File: config.mk
export PLATFORM = sky130hd
export DESIGN_NAME = calc_bus_arbiter
export DESIGN_NICKNAME = d
export VERILOG_FILES = /design/src/rtl/calc_bus_arbiter.sv
export SDC_FILE = /design/constraint.sdc
export NUM_CORES = 1
export LEC_CHECK = 0
export CELL_PAD_IN_SITES_DETAIL_PLACEMENT = 0
export CELL_PAD_IN_SITES_GLOBAL_PLACEMENT = 1
export CORE_MARGIN = 3
export CORE_UTILIZATION = 33
export CTS_BUF_LIST = sky130_fd_sc_hd__clkbuf_8
export DETAILED_ROUTE_END_ITERATION = 8
export PLACE_DENSITY = 0.83
export SKIP_CTS_REPAIR_TIMING = 1
export SLEW_MARGIN = 20
export SYNTH_ARGS = -nofsm -noshare
export SYNTH_HDL_FRONTEND = slang
export SYNTH_SLANG_ARGS = --single-unit
File: constraint.sdc
create_clock -name clk -period 2.65 [get_ports clk]
set_input_delay 0.265 -clock clk [delete_from_list [all_inputs] [get_ports clk]]
set_output_delay 0.265 -clock clk [all_outputs]
set_load 0.01 [all_outputs]
File: src/rtl/calc_bus_arbiter.sv
// rtl/calc_bus_arbiter.sv - two-source round-robin bus arbiter with hold limit and registered operand mux
// Define ARB_FIXED_PRIO_EN to make idle ties always favour source 0.
module calc_bus_arbiter #(
  parameter int WIDTH    = 16,
  parameter int HOLD_MAX = 8
) (
  input  logic             clk,
  input  logic             rst_n,
  input  logic             req0,
  input  logic             req1,
  input  logic             done0,
  input  logic             done1,
  input  logic [WIDTH-1:0] data0,
  input  logic [WIDTH-1:0] data1,
  output logic             gnt0,
  output logic             gnt1,
  output logic             sel,
  output logic [WIDTH-1:0] bus_data,
  output logic             bus_valid,
  output logic             preempt
);

  localparam int            CW       = $clog2(HOLD_MAX + 1);
  localparam logic [CW-1:0] HOLD_LIM = CW'(HOLD_MAX);

  typedef enum logic [1:0] {
    IDLE = 2'd0,
    G0   = 2'd1,
    G1   = 2'd2
  } state_t;

  state_t        state;
  state_t        state_nxt;
  logic [CW-1:0] hold_cnt;
  logic          tie_src;
  logic          cur_req;
  logic          cur_done;
  logic          oth_req;
  logic          hold_hit;
  logic          release_now;
  logic          hold_only;
  logic          enter;
  logic          enter_src;

`ifdef ARB_FIXED_PRIO_EN
  assign tie_src = 1'b0;
`else
  logic rr_last;
  assign tie_src = ~rr_last;
`endif

  assign gnt0 = (state == G0);
  assign gnt1 = (state == G1);

  always_ff @(posedge clk or negedge rst_n) begin
    if (!rst_n) begin
      state <= IDLE;
    end else begin
      state <= state_nxt;
    end
  end

  always_comb begin
    cur_req     = (state == G1) ? req1 : req0;
    cur_done    = (state == G1) ? done1 : done0;
    oth_req     = (state == G1) ? req0 : req1;
    hold_hit    = (hold_cnt == HOLD_LIM);
    release_now = 1'b0;
    hold_only   = 1'b0;
    enter       = 1'b0;
    enter_src   = 1'b0;
    state_nxt   = state;
    case (state)
      IDLE: begin
        if (req0 | req1) begin
          enter     = 1'b1;
          enter_src = (req0 & req1) ? tie_src : req1;
          state_nxt = enter_src ? G1 : G0;
        end
      end
      G0, G1: begin
        release_now = cur_done | ~cur_req | (hold_hit & oth_req);
        // Preempt only when nothing but the hold limit ended the grant.
        hold_only   = ~cur_done & cur_req & hold_hit & oth_req;
        if (release_now) begin
          if (oth_req) begin
            enter     = 1'b1;
            enter_src = (state == G0);
            state_nxt = enter_src ? G1 : G0;
          end else begin
            state_nxt = IDLE;
          end
        end
      end
      default: state_nxt = IDLE;
    endcase
  end

  always_ff @(posedge clk or negedge rst_n) begin
    if (!rst_n) begin
      sel       <= 1'b0;
      hold_cnt  <= '0;
      bus_data  <= '0;
      bus_valid <= 1'b0;
      preempt   <= 1'b0;
`ifndef ARB_FIXED_PRIO_EN
      rr_last   <= 1'b1;
`endif
    end else begin
      preempt <= hold_only;
      if (enter) begin
        sel      <= enter_src;
        hold_cnt <= CW'(1);
`ifndef ARB_FIXED_PRIO_EN
        rr_last  <= enter_src;
`endif
      end else if (state != IDLE && !hold_hit) begin
        hold_cnt <= hold_cnt + CW'(1);
      end
      // sel still names the owner here; the word is captured even on the releasing edge.
      if (state != IDLE) begin
        bus_data  <= sel ? data1 : data0;
        bus_valid <= ~release_now;
      end
    end
  end

endmodule

==> metrics.csv, run 1 <==
stage;metric;value;unit
detailed_routing;Iteration-0 DRC Markers;20;
clocking;Clock Latency Late Sink;0.27;ns
power;LEAKAGE;0.891;nW
synth;Synth warnings;0;
setup_path;FF-to-FF path depth;6;
die;Initial Util;34.7;%
die;Core Region;4060;µm²
detailed_routing;drt first pass iters;4;
synth;post-synth cell types;27;
finish;n_diodes;0;
power;net switching power;0.000793;W
detailed_routing;Via Count;1130;
finish;non-filler cells, final;240;
sta;RSZ-0062 raised after global routing;false;
clocking;CTS tree;yes;
die;die width;71.3;µm
die;Die ar.;5090;µm²
sta;min Tclk post-route;2.13;ns
die;io pins;59;
clocking;clock-pin transition on the worst setup and hold timing paths;0.08;ns
place;Detail Placement HPWL;2.57;mm
status;status;finished, final reports clean;
global_route;vias in the first global route;1196;
power;Int Pwr;0.00135;W
finish;design area;2100;µm²
hold_path;Hold Crit Class;input port to asynchronous set/reset pin;
synth;EDFF count, synth;0;
place;Final GP Congestion;0.701;
sta;final hold vios;0;
clocking;# H-tree levels;1;
die;Placement Rows;23;
global_route;initial antenna violation count;0;
setup_path;Worst setup EP type;register;
setup_path;FF-to-FF Start;state[0];
power;Combinational Power Share;56.0;%
place;Placed Area;2050;µm²
power;sequential power share;32.1;%
detailed_routing;DRT antenna net count;0;
global_route;first-pass GRT wire length;5.40;mm
power;clock share of power;11.9;%
synth;#FFs+latches synth;26;
detailed_routing;wire per inst;13.5;µm
power;PD cells;1020;nW/µm²
finish;FILL cells;374;
place;port bufs;58;
die;Vert. Die Dim;71.3;µm
setup_path;CP required;2.81;ns
setup_path;reg-to-reg critical path endpoint;state[0];
place;Placed Cells;236;
synth;Mapped Cells;131;
clocking;clock root cell;clkbuf_8;
setup_path;Startpoint Class;register;
sta;Max-slew headroom;56.2;%
setup_path;crit path max fanout;4;
power;sw frac;37.0;%
sta;Tightest Pin Transition;0.657;ns
setup_path;Arr. time, crit path;2.30;ns
synth;share of synthesized registers carrying an async set or reset;100;%
sta;Fmax achieved;469;MHz
synth;Seq/Total Area, Yosys;46.3;%
sta;clk_skew;0.00172;ns
synth;Syn Area/Cell;10.8;µm²
sta;final setup vio count;0;
setup_path;Reg2Reg Setup Slack;0.52;ns
global_route;GRT Total Usage;13.3;%
synth;Post-synth top flop;dfrtp_1;
detailed_routing;total wire length;3.24;mm
job;Max-cap violations;0;
sta;Slew Viols, Final;0;
power;maximum VDD drop;0.000426;V
synth;post-synthesis instance area;1410;µm²
clocking;CTS Sinks;26;
synth;synthesized netlist net count;176;
finish;area occupied by multi-input gates;706;µm²
finish;Syn-to-layout area delta;49.4;%
setup_path;Setup crit start;state[0];
detailed_routing;Vias/cell;4.71;
finish;Register Area;652;µm²
sta;Final Cycle Share;80.5;%
sta;setup tns final;0;ns
clocking;CTS max path bufs;2;
global_route;total grt overflow;0;
finish;layout cells sized above 1;8.42;%
finish;Final #Nets;236;
global_route;largest net degree at the start of global routing;27;
clocking;total CTS buffers;3;
detailed_routing;DRC;0;
setup_path;kind of critical path;register to register;
-- metal layers --
layer	track usage [%]	part of all wire (%)	up-vias
met5	0	0	-
met4	4.38	1.5	0
li1	-	-	566
met1	16.1	42	537
met3	2.38	2.9	5
met2	23.7	54	22
-- per-stage QoR --
stage               worst slack, ns  total power, W  hold slack, ns  util [%]
floorplan                     0.601         0.00141         -0.0306         -
detailed placement            0.534         0.00192           0.469      50.5
global placement              0.600         0.00188           0.465      50.5
finish                        0.517         0.00214           0.359      51.9
CTS                           0.521         0.00219           0.366      51.9
global route                  0.428         0.00232           0.383      51.9
-- cell usage after synthesis, drive strengths merged, types with 4 or more instances --
| cell type | instances | area [µm²] |
|---|---|---|
| a21oi | 4 | 20.0 |
| ha | 7 | 87.6 |
| mux2i | 19 | 190 |
| o21ai | 17 | 85.1 |
| inv | 7 | 26.3 |
| mux2 | 4 | 56.3 |
| nor2 | 4 | 15.0 |
| dfrtp | 25 | 626 |
| nand2 | 19 | 71.3 |
| clkbuf | 4 | 15.0 |
-- cells in the final DEF (no fill, tap or decap), types with 2 or more instances in the layout --
master	instances
xnor2_1	2
clkbuf_8	4
nand2_1	19
a21oi_1	4
buf_4	3
inv_1	7
dfrtp_1	25
ha_1	7
mux2i_1	19
clkdlybuf4s50_1	58
nand2b_1	2
o21ai_0	17
nor3b_1	2
nor2_1	4
mux2_4	3
nand3_1	2
-- sequential cells by signal, indices dropped and copies added (netlist names) --
register / count
bus_data: 16
bus_valid: 1
hold_cnt: 4
preempt: 1
rr_last: 1
sel: 1
state: 2
-- cells by family after synthesis --
group	count (synthesis)	share of synthesized area, %
xor+xnor	3	1.87
mux	23	17.5
fa+ha+maj	7	6.22
simple gates	33	11.2
compound gates	26	13.3
buf+inv	13	3.64
flops	26	46.3
-- how the worst max path moves through the flow --
| stage | endpoint | slack, ns |
|---|---|---|
| floorplan | state[0] | 0.60 |
| detailed placement | state[0] | 0.53 |
| CTS | state[0] | 0.52 |
| global placement | state[0] | 0.60 |
| global route | state[1] | 0.43 |
| finish | state[0] | 0.52 |
-- final cells by class --
cell class	count	area share [%]
repair buffers	61	28.7
flip-flops and latches	26	31.0
multi-input cells	92	33.5
well taps	50	2.97
inverters	7	1.25
clock buffers	4	2.62
-- power by group through the flow --
| stage | registers [W] | logic [W] | clock network [W] |
|---|---|---|---|
| CTS | 0.000691 | 0.00123 | 0.000269 |
| finish | 0.000688 | 0.00120 | 0.000255 |
| global placement | 0.000687 | 0.00119 | 0 |
| floorplan | 0.000749 | 0.000659 | 0 |
| detailed placement | 0.000697 | 0.00122 | 0 |
| global route | 0.000715 | 0.00132 | 0.000282 |
-- worst max-delay path, stage by stage (launching register included) --
cell,delay (ns)
dfrtp_1,0.42
inv_1,0.11
ha_1,0.24
mux2_2,0.39
a211oi_4,0.35
a22o_4,0.21
mux2_4,0.29
Power figures use the tool's default switching activity.
==> run 2, diff against run 1 <==
- clock period: 2.65 -> 2 ns (I/O delays scaled with it)
==> run 2 against run 1 <==
  * Power rose by 38%
  * Clock skew rose by 0.0016 ns
  * Worst hold slack got worse by 0.072 ns
  * Count of clock-buffer cells in the layout did not move
  * Sequential share of layout area fell by 0.84 points
  * Critical path type unchanged
  * First-iteration DRC count rose by 140%
  * Register-to-register slack got worse by 0.42 ns
  * Largest cell class unchanged
  * Via count rose by 2.4%
  * Final cell count rose by 2.5%
==> metrics.csv, run 2 (synthesis gave the netlist of run 1 again) <==
stage;metric;value;unit;change
setup_path;crit path max fanout;4;;unchanged
finish;layout cells sized above 1;13.3;%;was 8.42%
die;Vert. Die Dim;71.3;µm;unchanged
sta;setup tns final;0;ns;unchanged
finish;commonest cells after routing, fill and taps aside;58 x clkdlybuf4s50_1, 24 x dfrtp_1, 19 x nand2_1, 18 x mux2i_1, 17 x o21ai_0;;was 58 x clkdlybuf4s50_1, 25 x dfrtp_1, 19 x mux2i_1, 19 x nand2_1, 17 x o21ai_0
power;maximum VDD drop;0.000517;V;was 0.000426 V
die;die width;71.3;µm;unchanged
setup_path;kind of critical path;register to register;;unchanged
power;LEAKAGE;0.920;nW;was 0.891 nW
clocking;total CTS buffers;3;;unchanged
sta;Fmax achieved;525;MHz;was 469 MHz
clocking;CTS max path bufs;2;;unchanged
finish;n_diodes;0;;unchanged
detailed_routing;Iteration-0 DRC Markers;47;;was 20
die;Placement Rows;23;;unchanged
sta;hold slack;0.286;ns;was 0.359 ns
clocking;clock root cell;clkbuf_8;;unchanged
detailed_routing;drt first pass iters;4;;unchanged
die;Die ar.;5090;µm²;unchanged
place;Detail Placement HPWL;2.65;mm;was 2.57 mm
sta;Tightest Pin Transition;0.399;ns;was 0.657 ns
sta;final hold vios;0;;unchanged
sta;RSZ-0062 raised after global routing;false;;unchanged
place;Final GP Congestion;0.905;;was 0.701
sta;min Tclk post-route;1.90;ns;was 2.13 ns
clocking;CTS Sinks;26;;unchanged
die;Core Region;4060;µm²;unchanged
detailed_routing;Via Count;1157;;was 1130
detailed_routing;metal3 WL;80;µm;was 94 µm
finish;top flop regs;bus_data: 16 flops, hold_cnt: 4 flops, state: 2 flops;;unchanged
clocking;clock-pin transition on the worst setup and hold timing paths;0.09;ns;was 0.08 ns
place;port bufs;58;;unchanged
detailed_routing;wire per inst;13.8;µm;was 13.5 µm
detailed_routing;highest routed layer;met4;;unchanged
setup_path;CP required;2.16;ns;was 2.81 ns
setup_path;Worst setup EP type;register;;unchanged
finish;max reg flops;16;;unchanged
power;PD cells;1370;nW/µm²;was 1020 nW/µm²
clocking;# H-tree levels;1;;unchanged
detailed_routing;routed length on met2;1.86;mm;was 1.74 mm
setup_path;Arr. time, crit path;2.07;ns;was 2.30 ns
sta;Slew Viols, Final;0;;unchanged
clocking;CTS tree;yes;;unchanged
detailed_routing;DRT antenna net count;0;;unchanged
die;Initial Util;34.7;%;unchanged
global_route;vias in the first global route;1233;;was 1196
sta;clk_skew;0.00336;ns;was 0.00172 ns
finish;Final #Nets;242;;was 236
global_route;total grt overflow;0;;unchanged
sta;final worst slack;0.0950;ns;was 0.517 ns
hold_path;Hold Crit Class;input port to asynchronous set/reset pin;;unchanged
finish;Largest Register;bus_data;;unchanged
global_route;GRT Total Usage;13.9;%;was 13.3%
global_route;largest net degree at the start of global routing;27;;unchanged
detailed_routing;DRC;0;;unchanged
job;Max-cap violations;0;;unchanged
place;pre-CTS setup slack;-0.0193;ns;was 0.534 ns
clocking;Clock Latency Late Sink;0.27;ns;about the same
global_route;first-pass GRT wire length;5.73;mm;was 5.40 mm
place;Placed Cells;238;;was 236
finish;Syn-to-layout area delta;53.8;%;was 49.4%
status;status;finished, final reports clean;;unchanged
finish;non-filler cells, final;246;;was 240
global_route;initial antenna violation count;0;;unchanged
setup_path;Startpoint Class;register;;unchanged
detailed_routing;total wire length;3.39;mm;was 3.24 mm
sta;final setup vio count;0;;unchanged
sta;Final Cycle Share;95.2;%;was 80.5%
finish;most common cell after layout, fill and taps aside;clkdlybuf4s50_1;;unchanged
detailed_routing;Vias/cell;4.70;;was 4.71
detailed_routing;wire length on met1;1.40;mm;was 1.35 mm
sta;Max-slew headroom;73.4;%;was 56.2%
die;io pins;59;;unchanged
setup_path;Reg2Reg Setup Slack;0.1;ns;was 0.52 ns
[run 2: cell types whose count changed in the layout (fill, tap and decap cells not counted), sizes merged]
cell,before,now
buf,3,9
[run 2: layer usage]
| metal | global-route usage [%] | vias up |
|---|---|---|
| li1 | - | 576 |
| met1 | 17.1 | 558 |
| met2 | 24.8 | 18 |
| met3 | 1.96 | 5 |
| met4 | 5.01 | 0 |
| met5 | 0 | - |
[run 2: report_power, final]
group | leakage (nW) | internal, W | switching [W]
sequential | 0.317 | 0.000772 | 0.000147
combinational | 0.574 | 0.000921 | 0.000789
clock | 0.0288 | 0.000176 | 0.000165
total | 0.920 | 0.00187 | 0.00110
[run 2: area by class of cell]
type	instances	area [µm²]
Timing Repair Buffer	67	648
Sequential cell	26	653
Tap cell	50	62.6
Inverter	7	26.3
Multi-Input combinational cell	92	722
Fill cell	364	1890
Clock buffer	4	55.1
[run 2: final timing paths]
| check | from | endpoint | depth (start not counted) |
|---|---|---|---|
| worst max-delay path | state[0] | hold_cnt[0] | 8 |
| worst min-delay path | rst_n | bus_data[6] | 2 |
| worst max register to register | state[0] | hold_cnt[0] | 8 |
| worst min register to register | bus_data[14] | bus_data[14] | 2 |
| max in group asynchronous | rst_n | rr_last | 2 |
| min in group clk | bus_data[14] | bus_data[14] | 2 |
[run 2: through the flow]
| stage | cell area, µm² | total power, W | util [%] |
|---|---|---|---|
| after floorplan | 1420 | 0.00188 | - |
| final | 2170 | 0.00297 | 53.4 |
| after CTS | 2130 | 0.00295 | 52.5 |
| after detailed placement | 2080 | 0.00259 | 51.2 |
| after global placement | 2080 | 0.00254 | 51.2 |
| after global routing | 2170 | 0.00321 | 53.4 |
[run 2: worst max-delay path, cell delays in order, from the launching register on]
cell and delay (ns):
dfrtp_1 0.40, inv_2 0.10, ha_4 0.15, mux2_4 0.33, a211oi_4 0.24, buf_4 0.18, o32ai_4 0.11, buf_4 0.17
nand2b_1 0.13
==> RTL edit: new RTL, settings of run 2 <==
Re-encode `state_t` (3 states) as one-hot, 3 bits wide.
--- a/src/rtl/calc_bus_arbiter.sv
+++ b/src/rtl/calc_bus_arbiter.sv
@@ -25,6 +25,6 @@
 
-  typedef enum logic [1:0] {
-    IDLE = 2'd0,
-    G0   = 2'd1,
-    G1   = 2'd2
+  typedef enum logic [2:0] {
+    IDLE = 3'b001,
+    G0   = 3'b010,
+    G1   = 3'b100
   } state_t;
Behaviour: no difference found for any inputs over 10 cycles, from zero or initial values and one cycle with rst_n low; not proved beyond that.
==> RTL edit against run 2 <==
  * Synthesized area up 1.8%
  * Wire length up 3.8%
  * Sequential cell count up 1
  * Design area down 0.98%
  * Sequential power up 12%
  * Total power down 1.6%
  * Setup slack better by 0.014 ns
  * Maximum frequency up 0.76%
==> RTL edit: results (changes against run 2) <==
- Arr. time, crit path: 1.69 ns (was 2.07 ns)
- Avg WL per Cell: 13.78 um (was 13.76 um)
- HPWL after DPL: 2801 um (was 2649 um)
- Global-route wire length before repair: 5740 um (was 5727 um)
- Worst vdd ir: 0.0006972 V (was 0.0005166 V)
- Fraction of the mapped netlist area in adder cells: 1.745% (was 6.217%)
- Worst min-delay path class: in -> async (unchanged)
- Register area share after synthesis: 47.29% (was 46.27%)
- Largest net degree at the start of global routing: 33 (was 27)
- Cells after synthesis: 145 (was 131)
- Slowest-stage cell, CP: clkdlybuf4s50_1 (was dfrtp_1)
- CTS Buffer Depth: 2 (unchanged)
- Nets@finish: 246 (was 242)
- Worst Tran Pin Value: 0.3502 ns (was 0.3988 ns)
- Worst Hold Slack: 0.2985 ns (was 0.2865 ns)
- Mux cell area share after synthesis: 12.57% (was 17.50%)
- GPL Wtd Cong: 0.8301 (was 0.9052)
- Synth Area in XOR/XNOR: 1.832% (was 1.865%)
- RR Endpoint: hold_cnt[0] (unchanged)
- Fin cells: 255 (was 246)
- Number of cells on the worst reg-to-reg path: 4 (was 8)
- H-Tree Level Count: 1 (unchanged)
- Leakage Power: 0.9178 nW (was 0.9197 nW)
- Area fraction in compound gates after synthesis: 13.44% (was 13.32%)
- Fin Clk Skew: 0.005430 ns (was 0.003358 ns)
- Internal reg-to-reg setup slack: 0.30 ns (was 0.1 ns)
- Pins Over Slew Limit: 0 (unchanged)
- CP max FO: 9 (was 4)
- Layout cells sized above 1: 8.293% (was 13.27%)
- DRT iter0 DRCs: 44 (was 47)
- Most frequent cells after synthesis: dfrtp_1, nand2_1, mux2i_1, o21ai_0 (was dfrtp_1, mux2i_1, nand2_1)
- CP max stage delay: 0.59 ns (was 0.40 ns)
- Unique masters post-synth: 34 (was 27)
- Gr usage total: 13.96% (was 13.94%)
- Largest registers: bus_data (16), hold_cnt (4), state (3) (was bus_data (16), hold_cnt (4), state (2))
- Largest cells by area after synthesis: dfrtp_1, mux2i_1, o21ai_0 (was dfrtp_1, mux2i_1, ha_1)
- Reg-to-Reg Start: state[0] (unchanged)
- Status: completed (unchanged)
- Latest clock arrival within the worst-skew pair: 0.27 ns (about the same)
- Clock Pin Slew Worst Setup and Hold Paths: 0.09 ns (about the same)
- Vias: 1234 (was 1157)
- Syn Nets: 185 (was 176)
RTL edit: changes by cell type in the layout (fill, tap and decap cells not counted), moves of 2 or more:
cell	before	now
buf_4	9	7
ha_1	6	2
nand2_1	19	22
nand3b_1	1	3
o21bai_1	0	3
mux2_4	3	0
nor2_1	4	6
nor2b_1	0	3
RTL edit: critical path, delay by kind of cell (launching register included):
| family | cells | cell delay [ns] |
|---|---|---|
| buf+inv | 1 | 0.59 |
| simple gates | 1 | 0.30 |
| flops | 1 | 0.53 |
RTL edit: cells by family (layout without fill, tap and decap cells):
kind of cell             count (synthesis)  count (layout)
buffers and inverters                   13              73
adder cells (fa/ha/maj)                  2               2
flip-flops                              27              27
AO/OA/AOI/OAI                           33              33
AND/OR/NAND/NOR                         49              49
multiplexers                            18              18
XOR/XNOR                                 3               3
RTL edit: worst max-delay path by stage:
stage,startpoint,endpoint,slack (ns),cells after the start
floorplan,state[0],hold_cnt[0],0.29,6
global placement,req1,hold_cnt[0],0.25,5
detailed placement,req1,hold_cnt[0],0.19,5
CTS,state[1],gnt1,0.02,2
global route,state[1],gnt0,-0.05,2
finish,state[1],gnt0,0.11,2
RTL edit: power by group:
| group | internal (W) | switching [W] | leakage [nW] |
|---|---|---|---|
| logic | 0.000848 | 0.000753 | 0.564 |
| clock network | 0.000137 | 0.000156 | 0.0269 |
| registers | 0.000826 | 0.000201 | 0.327 |
RTL edit: routing by layer:
layer  routed length, um  part of all wire (%)  global-route usage (%)  vias to the layer above
met3                 312                   8.9                   3.740                        7
li1                    -                     -                       -                      619
met4                  55                   1.6                   4.384                        0
met5                   0                     0                       0                        -
met1                1561                    44                   18.07                      560
met2                1584                    45                   22.86                       48
RTL edit: cell type report:
class / instances / area (um2)
Clock buffer: 3 / 41.29
Clock inverter: 1 / 3.754
Fill cell: 357 / 1941
Inverter: 4 / 15.01
Multi-Input combinational cell: 105 / 709.4
Sequential cell: 27 / 678.2
Tap cell: 50 / 62.56
Timing Repair Buffer: 65 / 635.6
RTL edit: through the flow:
step	total power (W)	cell area, um2	TNS (ns)	utilization [%]	setup WS, ns
2_1_floorplan	0.001953	1434	0	-	0.2887
3_3_place_gp	0.002594	2098	0	51.35	0.2478
3_5_place_dp	0.002672	2098	0	51.35	0.1881
4_1_cts	0.002979	2143	0	52.45	0.02159
5_1_grt	0.003170	2146	-0.05019	52.51	-0.05019
6_report	0.002921	2146	0	52.51	0.1094
